==> config.mk <==
export PLATFORM = sky130hd
export DESIGN_NAME = inter_core_fifo
export DESIGN_NICKNAME = d
export VERILOG_FILES = /design/src/rtl/inter_core_fifo.sv
export SDC_FILE = /design/constraint.sdc
export NUM_CORES = 1
export LEC_CHECK = 0
export ABC_AREA = 0
export ABC_CLOCK_PERIOD_IN_PS = 3850
export BUFFER_PORTS_ARGS = -buffer_cell sky130_fd_sc_hd__buf_2
export CORE_MARGIN = 3
export CORE_UTILIZATION = 60
export DETAILED_ROUTE_END_ITERATION = 10
export PLACE_DENSITY = 0.76
export SKIP_CTS_REPAIR_TIMING = 1
export SLEW_MARGIN = 15
export SYNTH_ARGS = -nofsm -noshare
export SYNTH_HDL_FRONTEND = slang
export SYNTH_SLANG_ARGS = --single-unit
==> constraint.sdc <==
create_clock -name clk_i -period 3.85 [get_ports clk_i]
set_input_delay 0.385 -clock clk_i [delete_from_list [all_inputs] [get_ports clk_i]]
set_output_delay 0.385 -clock clk_i [all_outputs]
set_load 0.005 [all_outputs]
==> src/rtl/inter_core_fifo.sv <==
// Mailbox FIFO between adjacent core regions: the upstream core pushes words and the downstream core pops them.
// Both ports use a request/grant handshake with a registered one-cycle response.
module inter_core_fifo #(
    parameter int DEPTH      = 32,
    parameter int DATA_WIDTH = 32,
    parameter int ID_WIDTH   = 5,
    parameter int CNT_WIDTH  = $clog2(DEPTH + 1)
) (
    input  logic                  clk_i,
    input  logic                  rst_i,
    input  logic                  push_req_i,
    input  logic                  push_wen_i,
    input  logic [DATA_WIDTH-1:0] push_wdata_i,
    input  logic [ID_WIDTH-1:0]   push_id_i,
    output logic                  push_gnt_o,
    output logic                  push_r_valid_o,
    output logic                  push_r_opc_o,
    output logic [ID_WIDTH-1:0]   push_r_id_o,
    input  logic                  pop_req_i,
    input  logic [3:0]            pop_add_i,
    input  logic                  pop_wen_i,
    input  logic [ID_WIDTH-1:0]   pop_id_i,
    output logic                  pop_gnt_o,
    output logic                  pop_r_valid_o,
    output logic                  pop_r_opc_o,
    output logic [ID_WIDTH-1:0]   pop_r_id_o,
    output logic [DATA_WIDTH-1:0] pop_r_rdata_o,
    output logic                  nonempty_o
);

    localparam int PTR_WIDTH = $clog2(DEPTH);
    localparam logic [CNT_WIDTH-1:0] FULL_CNT = CNT_WIDTH'(DEPTH);

    logic [DATA_WIDTH-1:0] mem [DEPTH];
    logic [PTR_WIDTH-1:0]  wr_ptr;
    logic [PTR_WIDTH-1:0]  rd_ptr;
    logic [CNT_WIDTH-1:0]  count;
    logic [CNT_WIDTH-1:0]  count_next;

    logic                  is_data;
    logic                  is_status;
    logic                  push_write;
    logic                  pop_data;
    logic                  pop_cond;
    logic [DATA_WIDTH-1:0] status_word;
    logic [DATA_WIDTH-1:0] pop_rdata_next;
    logic                  pop_opc_next;

    assign is_data   = (pop_add_i == 4'h0);
    assign is_status = (pop_add_i == 4'h4);

    // Grants look only at the pre-update count, so a full FIFO never accepts
    // a push in the same cycle as a pop and a word cannot fall through.
    assign push_gnt_o = push_req_i & (push_wen_i | (count != FULL_CNT));
    assign pop_cond   = ~pop_wen_i | ~is_data | (count != '0);
    assign pop_gnt_o  = pop_req_i & pop_cond;

    assign push_write = push_gnt_o & ~push_wen_i;
    assign pop_data   = pop_gnt_o & pop_wen_i & is_data;

    always_comb begin
        // NOTE: every combinational output gets a default first so no latch is inferred.
        status_word                   = '0;
        status_word[0]                = (count == '0);
        status_word[1]                = (count == FULL_CNT);
        status_word[16 +: CNT_WIDTH]  = count;

        pop_rdata_next = '0;
        pop_opc_next   = 1'b0;
        if (!pop_wen_i) begin
            pop_opc_next = 1'b1;
        end else if (is_data) begin
            pop_rdata_next = mem[rd_ptr];
        end else if (is_status) begin
            pop_rdata_next = status_word;
        end else begin
            pop_opc_next = 1'b1;
        end

        count_next = count;
        case ({push_write, pop_data})
            2'b10:   count_next = count + 1'b1;
            2'b01:   count_next = count - 1'b1;
            default: count_next = count;
        endcase
    end

    // NOTE: the storage array has no reset; count and pointers alone define validity.
    always_ff @(posedge clk_i) begin
        if (push_write) begin
            mem[wr_ptr] <= push_wdata_i;
        end
    end

    // NOTE: all state below uses non-blocking assignments so every register sees pre-edge values.
    always_ff @(posedge clk_i) begin
        if (rst_i) begin
            wr_ptr         <= '0;
            rd_ptr         <= '0;
            count          <= '0;
            nonempty_o     <= 1'b0;
            push_r_valid_o <= 1'b0;
            push_r_opc_o   <= 1'b0;
            push_r_id_o    <= '0;
            pop_r_valid_o  <= 1'b0;
            pop_r_opc_o    <= 1'b0;
            pop_r_id_o     <= '0;
            pop_r_rdata_o  <= '0;
        end else begin
            count          <= count_next;
            nonempty_o     <= (count_next != '0);
            push_r_valid_o <= push_gnt_o;
            pop_r_valid_o  <= pop_gnt_o;
            if (push_write) begin
                wr_ptr <= wr_ptr + 1'b1;
            end
            if (pop_data) begin
                rd_ptr <= rd_ptr + 1'b1;
            end
            if (push_gnt_o) begin
                push_r_opc_o <= push_wen_i;
                push_r_id_o  <= push_id_i;
            end
            if (pop_gnt_o) begin
                pop_r_opc_o   <= pop_opc_next;
                pop_r_id_o    <= pop_id_i;
                pop_r_rdata_o <= pop_rdata_next;
            end
        end
    end

endmodule

# --- After elaboration in Yosys (flattened, before gate mapping) ---
# Memories as Yosys holds them, arrays and structs flattened. A register that Yosys moved wholly into a read port is not among the register bits.
# Cells that the tools add are included.
totals:
  ramBits: 1024
  wordCells: 47
  regBits: 63
  mem_count: 1
  input_bits: 52
  output_inout_bits: 49
op_classes:
  n_mux: 11
  add_sub_neg: 4
  bitwise: 11
  n_eq_ne: 5
  n_reduce_logical: 4
mem_list:
  columns: ["memory", "words", "word_bits", "rd", "rd_clocked_by_memory_dff", "write_ports", "line", "rtl"]
  rows:
  - ["mem", 32, 32, 1, 1, 1, "34", "logic [DATA_WIDTH-1:0] mem [DEPTH];"]
op_table:
  columns: ["operator", "n"]
  rows:
  - ["two-way mux 32 bit", 2]
  - ["two-way mux 22 bit", 1]
  - ["one-hot mux 6 bit (2 select lines)", 1]
  - ["nonzero test 6 bit", 2]
  - ["adder 5 x 1 -> 5 bit, second input constant", 2]
  - ["two-way mux 5 bit", 2]
  - ["adder 6 x 1 -> 6 bit, second input constant", 1]
  - ["== test 6 bit, second input constant", 1]
  - ["zero test 6 bit", 1]
  - ["!= test 6 bit, second input constant", 1]
  - ["subtractor 6 x 1 -> 6 bit, second input constant", 1]
  - ["bitwise AND 1 bit", 5]
  - ["two-way mux 1 bit", 5]
  - ["== test 4 x 3 -> 1 bit, second input constant", 1]
  - ["zero test 4 bit", 1]
  - ["inverter 1 bit", 3]
  - ["OR 1 bit", 3]
  - ["== test 2 x 1 -> 1 bit, second input constant", 1]
  - ["== test 2 bit, second input constant", 1]

# --- Longest topological paths before layout ---
logic_depth:
  depth_word: 10
  ltp_mapped: 14
  mapped_depth_nobuf: 11

# --- Least setup slack after synthesis ---
# Ideal clock, no wire load.
synth_path:
  path_kind: "register to register"
  startpoint: "register count[0]"
  endpoint: "memory mem[30][0], enable pin"
  path_stages_with_launch: 7
  arrival_time_ps: 2935
  n_path_buf: 2
  synth_period_minus_slack_ps: 3356
  required_ps: 3429
  setup_time_ps: 421
  setup_slack_ps: 494
  path_cell_list: "dfxtp_1 -> clkbuf_1 -> nor2_1 -> a311oi_1 -> clkbuf_1 -> nand2_1 -> nor2_1"
synth_between:
  elab_chain_len: 6
synth_rtl:
  columns: ["element", "line", "rtl"]
  rows:
  - ["start, declared", "37", "logic [CNT_WIDTH-1:0] count;"]
  - ["start signal, assigned", "110", "count <= count_next;"]
  - ["!= test 6 bit", "54", "assign push_gnt_o = push_req_i & (push_wen_i | (count != FULL_CNT));"]
  - ["OR 1 bit", "54", null]
  - ["bitwise AND 1 bit", "54", null]
  - ["bitwise AND 1 bit", "58", "assign push_write = push_gnt_o & ~push_wen_i;"]
  - ["two-way mux 1 bit", "90", "if (push_write) begin"]
  - ["two-way mux 1 bit (not written as such)", "91", "mem[wr_ptr] <= push_wdata_i;"]
  - ["end, declared", "34", null]
# No other way between the ends.

# --- Final worst setup path ---
layout_path:
  startpoint: "register count[1]"
  endpoint: "register nonempty_o"
layout_between:
  elab_chain_len: 8
  elab_cells_between_ends: 15
layout_rtl:
  columns: ["element", "line", "rtl"]
  rows:
  - ["nonzero test 6 bit", "55", "assign pop_cond = ~pop_wen_i | ~is_data | (count != '0);"]
  - ["OR 1 bit", "55", null]
  - ["bitwise AND 1 bit", "56", "assign pop_gnt_o = pop_req_i & pop_cond;"]
  - ["bitwise AND 1 bit (2 in series)", "59", "assign pop_data = pop_gnt_o & pop_wen_i & is_data;"]
  - ["== test 2 x 1 -> 1 bit or == test 2 bit (tied branches)", "81", "case ({push_write, pop_data})"]
  - ["one-hot mux 6 bit (2 select lines) (*)", "81", null]
  - ["nonzero test 6 bit (*)", "111", "nonempty_o <= (count_next != '0);"]
  - ["end signal, assigned", "111", null]
  - ["end, declared", "28", "output logic nonempty_o"]
# Mark *: on every way between the ends. The rest lies on a longest branch, timed or not.
# A chain may end at the register's enable or synchronous reset.

==> flow_summary.toml <==
[run_status]
status = "finished with violations"
violations = "negative hold slack"

[finish]
n_antenna_cell = 0
multi_input_area_um2 = 9460
fin_nets = 2228
stdcell_area_um2 = 47800
utilization_pct = 69.3
drive_above_1_share_pct = 31.4
area_growth_pct = 13.9
fillers = 4097
regArea_um2 = 32100

[hold_path]
hold_path_end = "pop_r_id_o[3]"
holdPathStages = 3
min-delay-start = "pop_id_i[3]"
hold_path_class = "input pin to flop"

[synth]
synth-edff-count = 1024
ys.flop_type = "edfxtp_1"
synth_area_um2 = 41900
synth_largest_area_cell = "edfxtp_1"
yosys_warnings = 0
ys_seq_area_share_pct = 76.6
yosys-top-cells-count = "edfxtp_1 (1024), mux4_2 (258), nand2_1 (81)"
yosys-top-cells-area = "edfxtp_1 (73%), mux4_2 (14%), dfxtp_1 (3.2%), mux2i_1 (1.6%), o211ai_1 (1.3%)"
async_reset_ff_share_pct = 0
syn-instance-count = 1972
synth_seq_cells = 1092
synth_cell_types = 54
yosysMostFrequentCell = "edfxtp_1"
netlist.area_leader.share_pct = 73.3
synth.avg_cell_area_um2 = 21.3
synth_nets = 2032

[critical_path]
cp_data_arrival_time_ns = 4.08
r2r_end = "nonempty_o"
crit_family = "simple AND/OR/NAND/NOR gates"
startpoint_type = "flop"
crit_type = "flop to flop"
path_cells = "nor3_1 -> a311oi_2 -> inv_1 -> ha_1 -> xor2_1 -> ha_1 -> a21oi_1 -> xnor2_1 -> and3_1 -> nor3_1 -> a41oi_1"
reg2reg_setup_slack_ns = 0.25
r2r_cells = 11
critPathRequiredTime_ns = 4.33
path_max_fanout = 15
crit_cells = 11
rr_startpoint = "count[1]"
cpMaxStageDelayCell = "nor3_1"
end_kind = "flop"
critPathMaxStageDelay_ns = 0.64
worst-path-buf-inv = 1

[timing]
fin_hold_ws_ns = -0.0226
skew_ns = 0.0309
fin_crit_ns = 3.60
min_period_over_period_pct = 93.5
setup_viol = 0
rsz0062_at_grt = "false"
tns_ns = 0
maxSlewHeadroom_pct = 41.2
tightest_slew_ns = 0.882
maxSlewViolCount = 0
max_freq_mhz = 278
hold_viol = 1

[clocking]
h-tree-depth = 3
clock_path_buffers = 3
cts_buffers = 104
insertion_delay_ns = 0.67
cts_sinks = 1092
cts.clk_slew.worst_paths_ns = 0.06
cts-root-buf = "clkbuf_16"
tritoncts = "built"

[pwr]
ir_worst_vdd_mv = 0.376
cellLeakagePower_uw = 0.0146
powerDensity_nw_per_um2 = 493

[floorplanning]
initial_core_util_pct = 60.8
die-area_um2 = 73100
io_pins = 101
die_w_um = 270
die_h_um = 270
core-area_um2 = 68900
rows = 96

[drt]
detail_route.wl_per_cell_um = 31.4
dr.pass1.iters = 5
viasPerCell = 6.62
dr.first_iter.drc_count = 2675
drtAntennaViolNets = 0
drc = 0
drt_wl_total_um = 99900
dr_total_vias = 21100

[global_routing]
grt_pass1_wl_um = 147000
grt_max_degree = 60
grt_antenna_before_repair = 2
grt_pass1_vias = 21600
grt-ovfl-total = 0
grt_util_all_layers_pct = 27.9

[placed_design]
hpwl_um = 56100
gp_congestion = 0.875
placed_area_um2 = 44300
port_buffers = 100

[run]
cap_violations = 0
==> cell type report <==
cell class | instances | share of cell area (%)
Sequential cell | 1092 | 67.2
Multi-Input combinational cell | 736 | 19.8
Clock buffer | 133 | 5.90
Timing Repair Buffer | 197 | 3.11
Tap cell | 931 | 2.44
Clock inverter | 59 | 1.24
Inverter | 37 | 0.291
==> cell families after synthesis <==
kind of cell | count (synthesis) | synth area share [%]
AO/OA/AOI/OAI | 146 | 2.48
AND/OR/NAND/NOR | 197 | 2.20
adder cells (fa/ha/maj) | 8 | 0.239
buffers and inverters | 144 | 1.54
XOR/XNOR | 13 | 0.271
flip-flops | 1092 | 76.6
multiplexers | 372 | 16.7
==> layer usage <==
metal  part of all wire (%)  track usage (%)
met1                     37             38.9
met2                     49             44.0
met5                  0.011                0
met4                    3.3             9.60
met3                     11             6.80
==> placed cells by master, fill, tap and decap left out, drive strengths merged, types with 10 or more instances in the layout <==
| master | instances |
|---|---|
| inv | 42 |
| o211ai | 74 |
| nand2 | 81 |
| clkbuf | 133 |
| mux2 | 48 |
| a21oi | 23 |
| nor3 | 12 |
| mux4 | 258 |
| mux2i | 66 |
| clkinv | 40 |
| edfxtp | 1024 |
| dfxtp | 68 |
| nor2 | 61 |
| o22ai | 15 |
| buf | 190 |
| bufinv | 10 |
==> worst register-to-register path, cell delays in order, from the launching register on <==
cell      delay, ns
dfxtp_1        0.45
nor3_1         0.64
a311oi_2       0.30
inv_1          0.17
ha_1           0.48
xor2_1         0.16
ha_1           0.25
a21oi_1        0.19
xnor2_1        0.12
and3_1         0.24
nor3_1         0.28
a41oi_1        0.16
==> sequential cells by signal (all words and copies together) (netlist names), named ones only <==
signal          count
push_r_id_o         5
pop_r_valid_o       1
mem              1024
push_r_valid_o      1
pop_r_opc_o         1
wr_ptr              5
rd_ptr              5
pop_r_rdata_o      32
count               6
push_r_opc_o        1
nonempty_o          1
pop_r_id_o          5
==> where the power goes <==
group | internal, uW | leakage (uW) | switching, uW | total, uW
Combinational | 98.3 | 0.00318 | 291 | 389
Clock | 5860 | 0.00167 | 4280 | 10100
Sequential | 13000 | 0.00977 | 20.9 | 13000
==> per-stage QoR <==
stage          setup slack (ns)  cells  power, uW
3_5_place_dp              0.264   2986      13700
5_1_grt                  0.0101   3185      24200
3_3_place_gp              0.536   2986      13600
4_1_cts                   0.182   3178      23700
6_report                  0.250   3185      23600
2_1_floorplan             0.494   1972      13400
==> worst max-delay path by stage <==
stage,startpoint,to
after floorplan,count[0],mem[30][0]
after global placement,count[1],nonempty_o
after detailed placement,count[1],nonempty_o
after CTS,count[1],nonempty_o
after global routing,count[1],nonempty_o
final,count[1],nonempty_o
Note: power is estimated with default switching activity, not from simulation.
